--- src/rtl/riscv_immpack.sv ---
// riscv_immpack: two-stage immediate packer in front of the instruction-memory write port.
// Packs a signed immediate into the selected instruction format, flags unencodable values, tags words with a byte address.
`ifndef XLEN
`define XLEN 32
`endif
`ifndef SRC_IMM_I
`define SRC_IMM_I 3'b000
`define SRC_IMM_S 3'b001
`define SRC_IMM_B 3'b010
`define SRC_IMM_U 3'b011
`define SRC_IMM_J 3'b100
`endif

module riscv_immpack #(
  parameter int IMEM_AW   = 12,
  parameter int BASE_ADDR = 0
) (
  input  logic               i_clk,
  input  logic               i_rst,
  input  logic               i_in_valid,
  output logic               o_in_ready,
  input  logic [`XLEN-1:0]   i_in_base,
  input  logic [`XLEN-1:0]   i_in_imm,
  input  logic [2:0]         i_in_imm_src,
  output logic               o_out_valid,
  input  logic               i_out_ready,
  output logic [`XLEN-1:0]   o_out_instr,
  output logic [IMEM_AW-1:0] o_out_addr,
  output logic               o_out_err,
  input  logic               i_clr_addr,
  output logic [7:0]         o_err_cnt
);
  localparam logic [IMEM_AW-1:0] BASE = IMEM_AW'(BASE_ADDR);
  localparam logic [IMEM_AW-1:0] STEP = IMEM_AW'(4);

  logic               s1_valid_q, s1_valid_d;
  logic [`XLEN-1:0]   s1_base_q, s1_base_d;
  logic [`XLEN-1:0]   s1_imm_q, s1_imm_d;
  logic [2:0]         s1_src_q, s1_src_d;
  logic               s2_valid_q, s2_valid_d;
  logic [`XLEN-1:0]   s2_instr_q, s2_instr_d;
  logic               s2_err_q, s2_err_d;
  logic [IMEM_AW-1:0] addr_q, addr_d;
  logic [7:0]         err_cnt_q, err_cnt_d;

  logic               s2_load, in_hs, out_hs;
  logic               fits_12, fits_13, fits_21;
  logic [`XLEN-1:0]   enc_instr;
  logic               enc_err;

  assign s2_load    = !s2_valid_q || i_out_ready;
  assign o_in_ready = !s1_valid_q || s2_load;
  assign in_hs      = i_in_valid && o_in_ready;
  assign out_hs     = s2_valid_q && i_out_ready;

  // A value fits an N-bit signed field when every bit above its sign bit copies it.
  assign fits_12 = (&s1_imm_q[31:11]) || !(|s1_imm_q[31:11]);
  assign fits_13 = (&s1_imm_q[31:12]) || !(|s1_imm_q[31:12]);
  assign fits_21 = (&s1_imm_q[31:20]) || !(|s1_imm_q[31:20]);

  always_comb begin
    enc_instr = s1_base_q;
    enc_err   = 1'b0;
    case (s1_src_q)
      `SRC_IMM_I: begin
        enc_instr[31:20] = s1_imm_q[11:0];
        enc_err          = !fits_12;
      end
      `SRC_IMM_S: begin
        enc_instr[31:25] = s1_imm_q[11:5];
        enc_instr[11:7]  = s1_imm_q[4:0];
        enc_err          = !fits_12;
      end
      `SRC_IMM_B: begin
        enc_instr[31]    = s1_imm_q[12];
        enc_instr[30:25] = s1_imm_q[10:5];
        enc_instr[11:8]  = s1_imm_q[4:1];
        enc_instr[7]     = s1_imm_q[11];
        enc_err          = s1_imm_q[0] || !fits_13;
      end
      `SRC_IMM_U: begin
        enc_instr[31:12] = s1_imm_q[31:12];
        enc_err          = |s1_imm_q[11:0];
      end
      `SRC_IMM_J: begin
        enc_instr[31]    = s1_imm_q[20];
        enc_instr[30:21] = s1_imm_q[10:1];
        enc_instr[20]    = s1_imm_q[11];
        enc_instr[19:12] = s1_imm_q[19:12];
        enc_err          = s1_imm_q[0] || !fits_21;
      end
      default: enc_err = 1'b1;
    endcase
  end

  always_comb begin
    s1_valid_d = s1_valid_q;
    s1_base_d  = s1_base_q;
    s1_imm_d   = s1_imm_q;
    s1_src_d   = s1_src_q;
    s2_valid_d = s2_valid_q;
    s2_instr_d = s2_instr_q;
    s2_err_d   = s2_err_q;
    addr_d     = addr_q;
    err_cnt_d  = err_cnt_q;

    if (o_in_ready) s1_valid_d = i_in_valid;
    if (in_hs) begin
      s1_base_d = i_in_base;
      s1_imm_d  = i_in_imm;
      s1_src_d  = i_in_imm_src;
    end

    if (s2_load) s2_valid_d = s1_valid_q;
    // Payload only moves with a real word so idle outputs stay quiet.
    if (s2_load && s1_valid_q) begin
      s2_instr_d = enc_instr;
      s2_err_d   = enc_err;
    end

    if (i_clr_addr)  addr_d = BASE;
    else if (out_hs) addr_d = addr_q + STEP;

    if (out_hs && s2_err_q && (err_cnt_q != 8'hFF)) err_cnt_d = err_cnt_q + 8'd1;
  end

  always_ff @(posedge i_clk or posedge i_rst) begin
    if (i_rst) begin
      s1_valid_q <= 1'b0;
      s1_base_q  <= '0;
      s1_imm_q   <= '0;
      s1_src_q   <= '0;
      s2_valid_q <= 1'b0;
      s2_instr_q <= '0;
      s2_err_q   <= 1'b0;
      addr_q     <= BASE;
      err_cnt_q  <= '0;
    end else begin
      s1_valid_q <= s1_valid_d;
      s1_base_q  <= s1_base_d;
      s1_imm_q   <= s1_imm_d;
      s1_src_q   <= s1_src_d;
      s2_valid_q <= s2_valid_d;
      s2_instr_q <= s2_instr_d;
      s2_err_q   <= s2_err_d;
      addr_q     <= addr_d;
      err_cnt_q  <= err_cnt_d;
    end
  end

  assign o_out_valid = s2_valid_q;
  assign o_out_instr = s2_instr_q;
  assign o_out_err   = s2_err_q;
  assign o_out_addr  = addr_q;
  assign o_err_cnt   = err_cnt_q;

endmodule

--- config.mk ---
export PLATFORM = sky130hd
export DESIGN_NAME = riscv_immpack
export DESIGN_NICKNAME = d
export VERILOG_FILES = /design/src/rtl/riscv_immpack.sv
export SDC_FILE = /design/constraint.sdc
export NUM_CORES = 1
export LEC_CHECK = 0
export CAP_MARGIN = 20
export CORE_ASPECT_RATIO = 1.4
export CORE_MARGIN = 3
export CORE_UTILIZATION = 60
export CTS_CLUSTER_SIZE = 24
export DETAILED_ROUTE_END_ITERATION = 12
export DONT_BUFFER_PORTS = 1
export HOLD_SLACK_MARGIN = 0.08
export PLACE_DENSITY = 0.76
export REMOVE_ABC_BUFFERS = 1
export SYNTH_ARGS = -nofsm -noshare
export SYNTH_HDL_FRONTEND = slang
export SYNTH_SLANG_ARGS = --single-unit
--- constraint.sdc ---
create_clock -name i_clk -period 10.9 [get_ports i_clk]
set_clock_uncertainty 0.15 [all_clocks]
set_input_delay 2.18 -clock i_clk [delete_from_list [all_inputs] [get_ports i_clk]]
set_output_delay 2.18 -clock i_clk [all_outputs]
set_load 0.01 [all_outputs]
==> impl_metrics.ini, run 1 <==
[cells_and_area]
syn_to_final_growth_pct = 12.16
post-route-util_pct = 70.94
final_cells = 545
fillers = 603
antenna_cells = 0
drive_gt1_share_pct = 27.31
nets = 504

[setup_path]
slowest_delay_ns = 0.24
path_class = in -> out
cpMaxStageDelayCell = nand3b_1
critPathTopFamily = simple AND/OR/NAND/NOR gates
cp.buffers_inverters = 0
crit_required_ns = 8.57
crit_chain = nand3b_1
startpoint_type = input port
cp-end-kind = output pin
critical_path.max_fanout = 3
arrival_ns = 2.42
worst-r2r-setup-slack_ns = 8.00

[clock_network]
cts_root_buf = clkbuf_16
cts_setup_buffers = 0
cts_tree = built
htree_levels = 4
cts_resized = 0
clk_pin_slew_ns = 0.05
clock_sinks = 120
hold_buffers = 0
cts_buffer_depth = 2
clk_latency_ns = 0.41
numCtsBuffers = 17

[status]
outcome = complete, no violations

[grt]
grt_pass1_vias = 3458
grt_start_max_net_pins = 74
antenna_found_initial = 0
grt_pass1_wl_um = 17510
overflow = 0
track_usage_pct = 23.19

[route]
vias_per_cell = 6.066
drt_wl_total_um = 10930
detail_route.first_pass.iterations = 4
ant_nets = 0
drt_iter0_drc = 156
wire_per_inst_um = 20.05
vias = 3306
drc = 0

[die]
core.rowCount = 39
core_um2 = 8344
die-area_um2 = 9973
initial_core_util_pct = 63.25
pin_count = 127
dieWidth_um = 85.27
die-height_um = 117.0

[logic_synthesis]
ys_types = 46
yosysMostFrequentCell = dfrtp_1
synth_top_area_share_pct = 56.90
postSynthAreaPerCell_um2 = 12.22
synth.ff_latch_count = 120
ys.flop_type = dfrtp_1
synthTopCellsByCount = dfrtp_1, mux2_2, nand2_1, nor2_1, o21ai_0
seq_area_frac_synth_pct = 56.90
synth_edf_count = 0
yosys_warnings = 0
synthCells = 432
netlist_area_um2 = 5278
synth-async-reset-ratio_pct = 100.0
yosysTopAreaCell = dfrtp_1
ys_top_cells_by_area = dfrtp_1, mux2_2, mux2i_1, nand2_1, o21ai_0

[sta]
rsz0062_at_grt = false
setup_viol = 0
fmax_mhz = 210.5
maxSlewHeadroom_pct = 40.80
fin_crit_ns = 4.750
min_period_over_period_pct = 43.58
hold_viol_final = 0
slew_viol_final = 0
tightest_slew_ns = 0.8880
setup_tns_ns = 0

[place]
gp_congestion = 0.8102
dp.cells = 513
port_buffers = 0
place_hpwl_um = 7414

[min_path]
hold_class = reg -> reg

[power_and_ir_drop]
p_leak_nw = 2.535
ir_drop_mv = 0.1780
cellPowerDensity_nw_per_um2 = 231.6

[job]
drv_cap = 0
## layer usage
| metal | GRT usage [%] | routed length, µm | vias up | part of all wire, % |
|---|---|---|---|---|
| met5 | 0 | 0 | - | 0 |
| met4 | 9.715 | 172 | 0 | 1.6 |
| met3 | 8.263 | 712 | 13 | 6.5 |
| met2 | 38.95 | 5811 | 107 | 53 |
| met1 | 27.10 | 4229 | 1644 | 39 |
| li1 | - | - | 1542 | - |
## where the power goes
group	internal, W	switching (W)
clock	0.000368	0.000193
combinational	0.0000911	0.0000806
sequential	0.000529	0.000108
total	0.000989	0.000382
## area by class of cell
type / instances / area, µm² / area share, %
sequential: 120 / 3003 / 50.73
multi-input combinational: 285 / 2147 / 36.27
clock inverter: 13 / 152.6 / 2.579
clock buffer: 19 / 452.9 / 7.652
inverter: 3 / 13.76 / 0.2325
tap: 102 / 127.6 / 2.156
timing repair buffer: 3 / 22.52 / 0.3805
## kinds of logic (layout without fill, tap and decap cells)
| logic type | Yosys count | in the layout | synth area share, % |
|---|---|---|---|
| xor+xnor | 14 | 14 | 2.323 |
| flops | 120 | 120 | 56.90 |
| buf+inv | 28 | 38 | 2.584 |
| compound gates | 62 | 62 | 7.326 |
| mux | 99 | 99 | 20.67 |
| fa+ha+maj | 3 | 3 | 0.6638 |
| simple gates | 105 | 105 | 9.459 |
| other cells | 1 | 2 | 0.07106 |
## cell usage in the layout (no fill, tap or decap), drive strengths merged, types with 2 or more instances in the layout
master / instances
ha: 2
bufinv: 3
nand3: 4
nand2: 38
or4: 3
nand2b: 4
inv: 3
nor4: 5
o22ai: 6
xor2: 8
dfrtp: 120
nor3: 4
a211oi: 2
nand4: 10
xnor2: 6
nor2: 27
o21ai: 25
and3: 2
a22oi: 2
clkinvlp: 5
nor2b: 2
buf: 3
mux2i: 19
mux2: 80
o31ai: 6
o211ai: 3
conb: 2
a21oi: 10
or3: 3
clkinv: 5
clkbuf: 19
## state kept, by name (all words and copies together) (netlist names), 3 cells and up
name         cells
o_out_instr     32
s1_base_q       32
s1_imm_q        32
o_out_addr      10
o_err_cnt        8
s1_src_q         3
## path summary, 6_finish.rpt
kind	endpoint	from	depth (start not counted)
max in group asynchronous	o_err_cnt[0]	i_rst	2
max reg2reg	o_out_instr[12]	s1_src_q[1]	5
min	o_out_instr[5]	s1_base_q[5]	1
max	o_in_ready	i_out_ready	1
min reg2reg	o_out_instr[5]	s1_base_q[5]	1
min in group asynchronous	o_out_addr[4]	i_rst	1
## stage by stage
stage	total power, W	setup WS (ns)	cell area (µm²)	hold slack (ns)
6_report	0.001371	6.150	5919	0.3508
5_1_grt	0.001439	6.149	5919	0.3647
4_1_cts	0.001387	6.149	5919	0.3540
3_5_place_dp	0.0008195	6.149	5314	0.3413
3_3_place_gp	0.0008060	6.151	5314	0.3324
2_1_floorplan	0.0007619	5.384	5156	0.3251
Power figures use the tool's default switching activity.
==> run 2, diff against run 1 <==
==> constraint.sdc (replaced) <==
create_clock -name i_clk -period 4.4 [get_ports i_clk]
set_clock_uncertainty 0.15 [all_clocks]
set_input_delay 0.88 -clock i_clk [delete_from_list [all_inputs] [get_ports i_clk]]
set_output_delay 0.88 -clock i_clk [all_outputs]
set_load 0.01 [all_outputs]
==> run 2 against run 1 <==
  * Die area unchanged
  * Design area decreased by 1.2%
  * Sequential cell count unchanged
  * Critical endpoint is now o_out_instr[12]
  * Power increased by 130%
  * Critical path type is now reg -> reg
==> impl_metrics.ini, run 2 (same netlist as run 1, synthesis figures left out) <==
[clock_network]
cts_resized = 0
hold_buffers = 0
numCtsBuffers = 17
clk_pin_slew_ns = 0.05
cts_root_buf = clkbuf_16
cts_setup_buffers = 0
htree_levels = 4
clock_sinks = 120
clk_latency_ns = 0.40
cts_tree = built
cts_buffer_depth = 2

[setup_path]
r2r_start = s1_src_q[1]
cp.buffers_inverters = 1
critical_path.max_fanout = 22
startpoint = s1_src_q[1]
crit_chain = buf_4, nor2b_1, nand2_2, o21a_1, mux2i_1, o21ai_0
critPathTopFamily = simple AND/OR/NAND/NOR gates
slowest_delay_ns = 0.73
worst-r2r-setup-slack_ns = 1.87
path_class = reg -> reg
startpoint_type = flip-flop
crit_required_ns = 4.52
cpMaxStageDelayCell = nor2b_1
arrival_ns = 2.65
cp-end-kind = flip-flop

[sta]
rsz0062_at_grt = false
min_period_over_period_pct = 57.61
setup_viol = 0
hold_viol_final = 0
fmax_mhz = 394.5
fin_crit_ns = 2.535
setup_tns_ns = 0
slew_viol_final = 0
hold_ws_ns = 0.3468
maxSlewHeadroom_pct = 40.76
tightest_slew_ns = 0.8885

[power_and_ir_drop]
cellPowerDensity_nw_per_um2 = 546.2
p_leak_nw = 2.516
ir_drop_mv = 0.4582

[route]
wire_per_inst_um = 19.55
detail_route.first_pass.iterations = 4
vias_per_cell = 6.120
drt_iter0_drc = 122
ant_nets = 0
drt_wl_total_um = 10620
vias = 3323
drc = 0

[cells_and_area]
antenna_cells = 0
fillers = 588
final_common_cell = dfrtp_1
drive_gt1_share_pct = 26.08
nets = 505
syn_to_final_growth_pct = 10.83
most-common-layout-cells = dfrtp_1, mux2_2, nand2_1
fin_area_um2 = 5849

[place]
port_buffers = 0
gp_congestion = 0.7926
place_area_um2 = 5334
place_hpwl_um = 7305

[die]
die-area_um2 = 9973
core.rowCount = 39
core_um2 = 8344
pin_count = 127
dieWidth_um = 85.27
die-height_um = 117.0
initial_core_util_pct = 63.25

[grt]
grt_pass1_vias = 3527
met3_usage_pct = 10.08
grt_start_max_net_pins = 75
antenna_found_initial = 0
grt_use_met1_pct = 26.00
grt_pass1_wl_um = 17440
grt_busiest_layer = met2
grt_use_met2_pct = 38.85
overflow = 0
track_usage_pct = 22.90

[job]
drv_cap = 0

[min_path]
min_from = s1_base_q[5]
hold_class = reg -> reg

[status]
outcome = complete, no violations
[run 2: changes by cell type in the layout (fill, tap and decap cells not counted)]
cell        previous run  this run
bufinv_16              3         0
clkinvlp_4             5         0
clkinv_2               5         4
clkbuf_1               0         4
buf_12                 0         1
clkbuf_8               2         4
[run 2: final timing paths]
path / to / depth (start not counted)
worst max-delay path: o_out_instr[12] / 6
worst min-delay path: s1_base_q[5] / 1
worst max register to register: o_out_instr[12] / 6
worst min register to register: s1_base_q[5] / 1
max in group asynchronous: s1_base_q[25] / 2
min in group asynchronous: o_out_addr[2] / 1
[run 2: final cells by class]
| type | instances | area, µm² | area share [%] |
|---|---|---|---|
| clock inverter | 4 | 20.02 | 0.3422 |
| tap | 102 | 127.6 | 2.182 |
| timing repair buffer | 4 | 42.54 | 0.7273 |
| sequential | 120 | 3003 | 51.34 |
| multi-input combinational | 285 | 2147 | 36.71 |
| inverter | 3 | 13.76 | 0.2353 |
| clock buffer | 25 | 495.5 | 8.471 |
[run 2: per-stage QoR]
stage	utilization (%)	cells	total power (W)	worst slack, ns
3_3_place_gp	63.92	514	0.001999	1.759
4_1_cts	70.10	543	0.003229	1.831
5_1_grt	70.10	543	0.003361	1.684
3_5_place_dp	63.92	514	0.002028	1.734
6_report	70.10	543	0.003195	1.865
2_1_floorplan	-	408	0.001887	0.1842
[run 2: power breakdown]
group          leakage (nW)  switching [W]  internal, W
clock                 0.259       0.000426     0.000763
sequential             1.44       0.000257      0.00131
combinational         0.821       0.000207     0.000228
[run 2: routing by layer]
metal / wire length, µm / vias to the layer above / share of wire (%)
met2: 5644 / 112 / 53
met1: 4081 / 1662 / 38
met4: 119 / 0 / 1.1
met5: 0 / - / 0
li1: - / 1536 / -
met3: 771 / 13 / 7.3
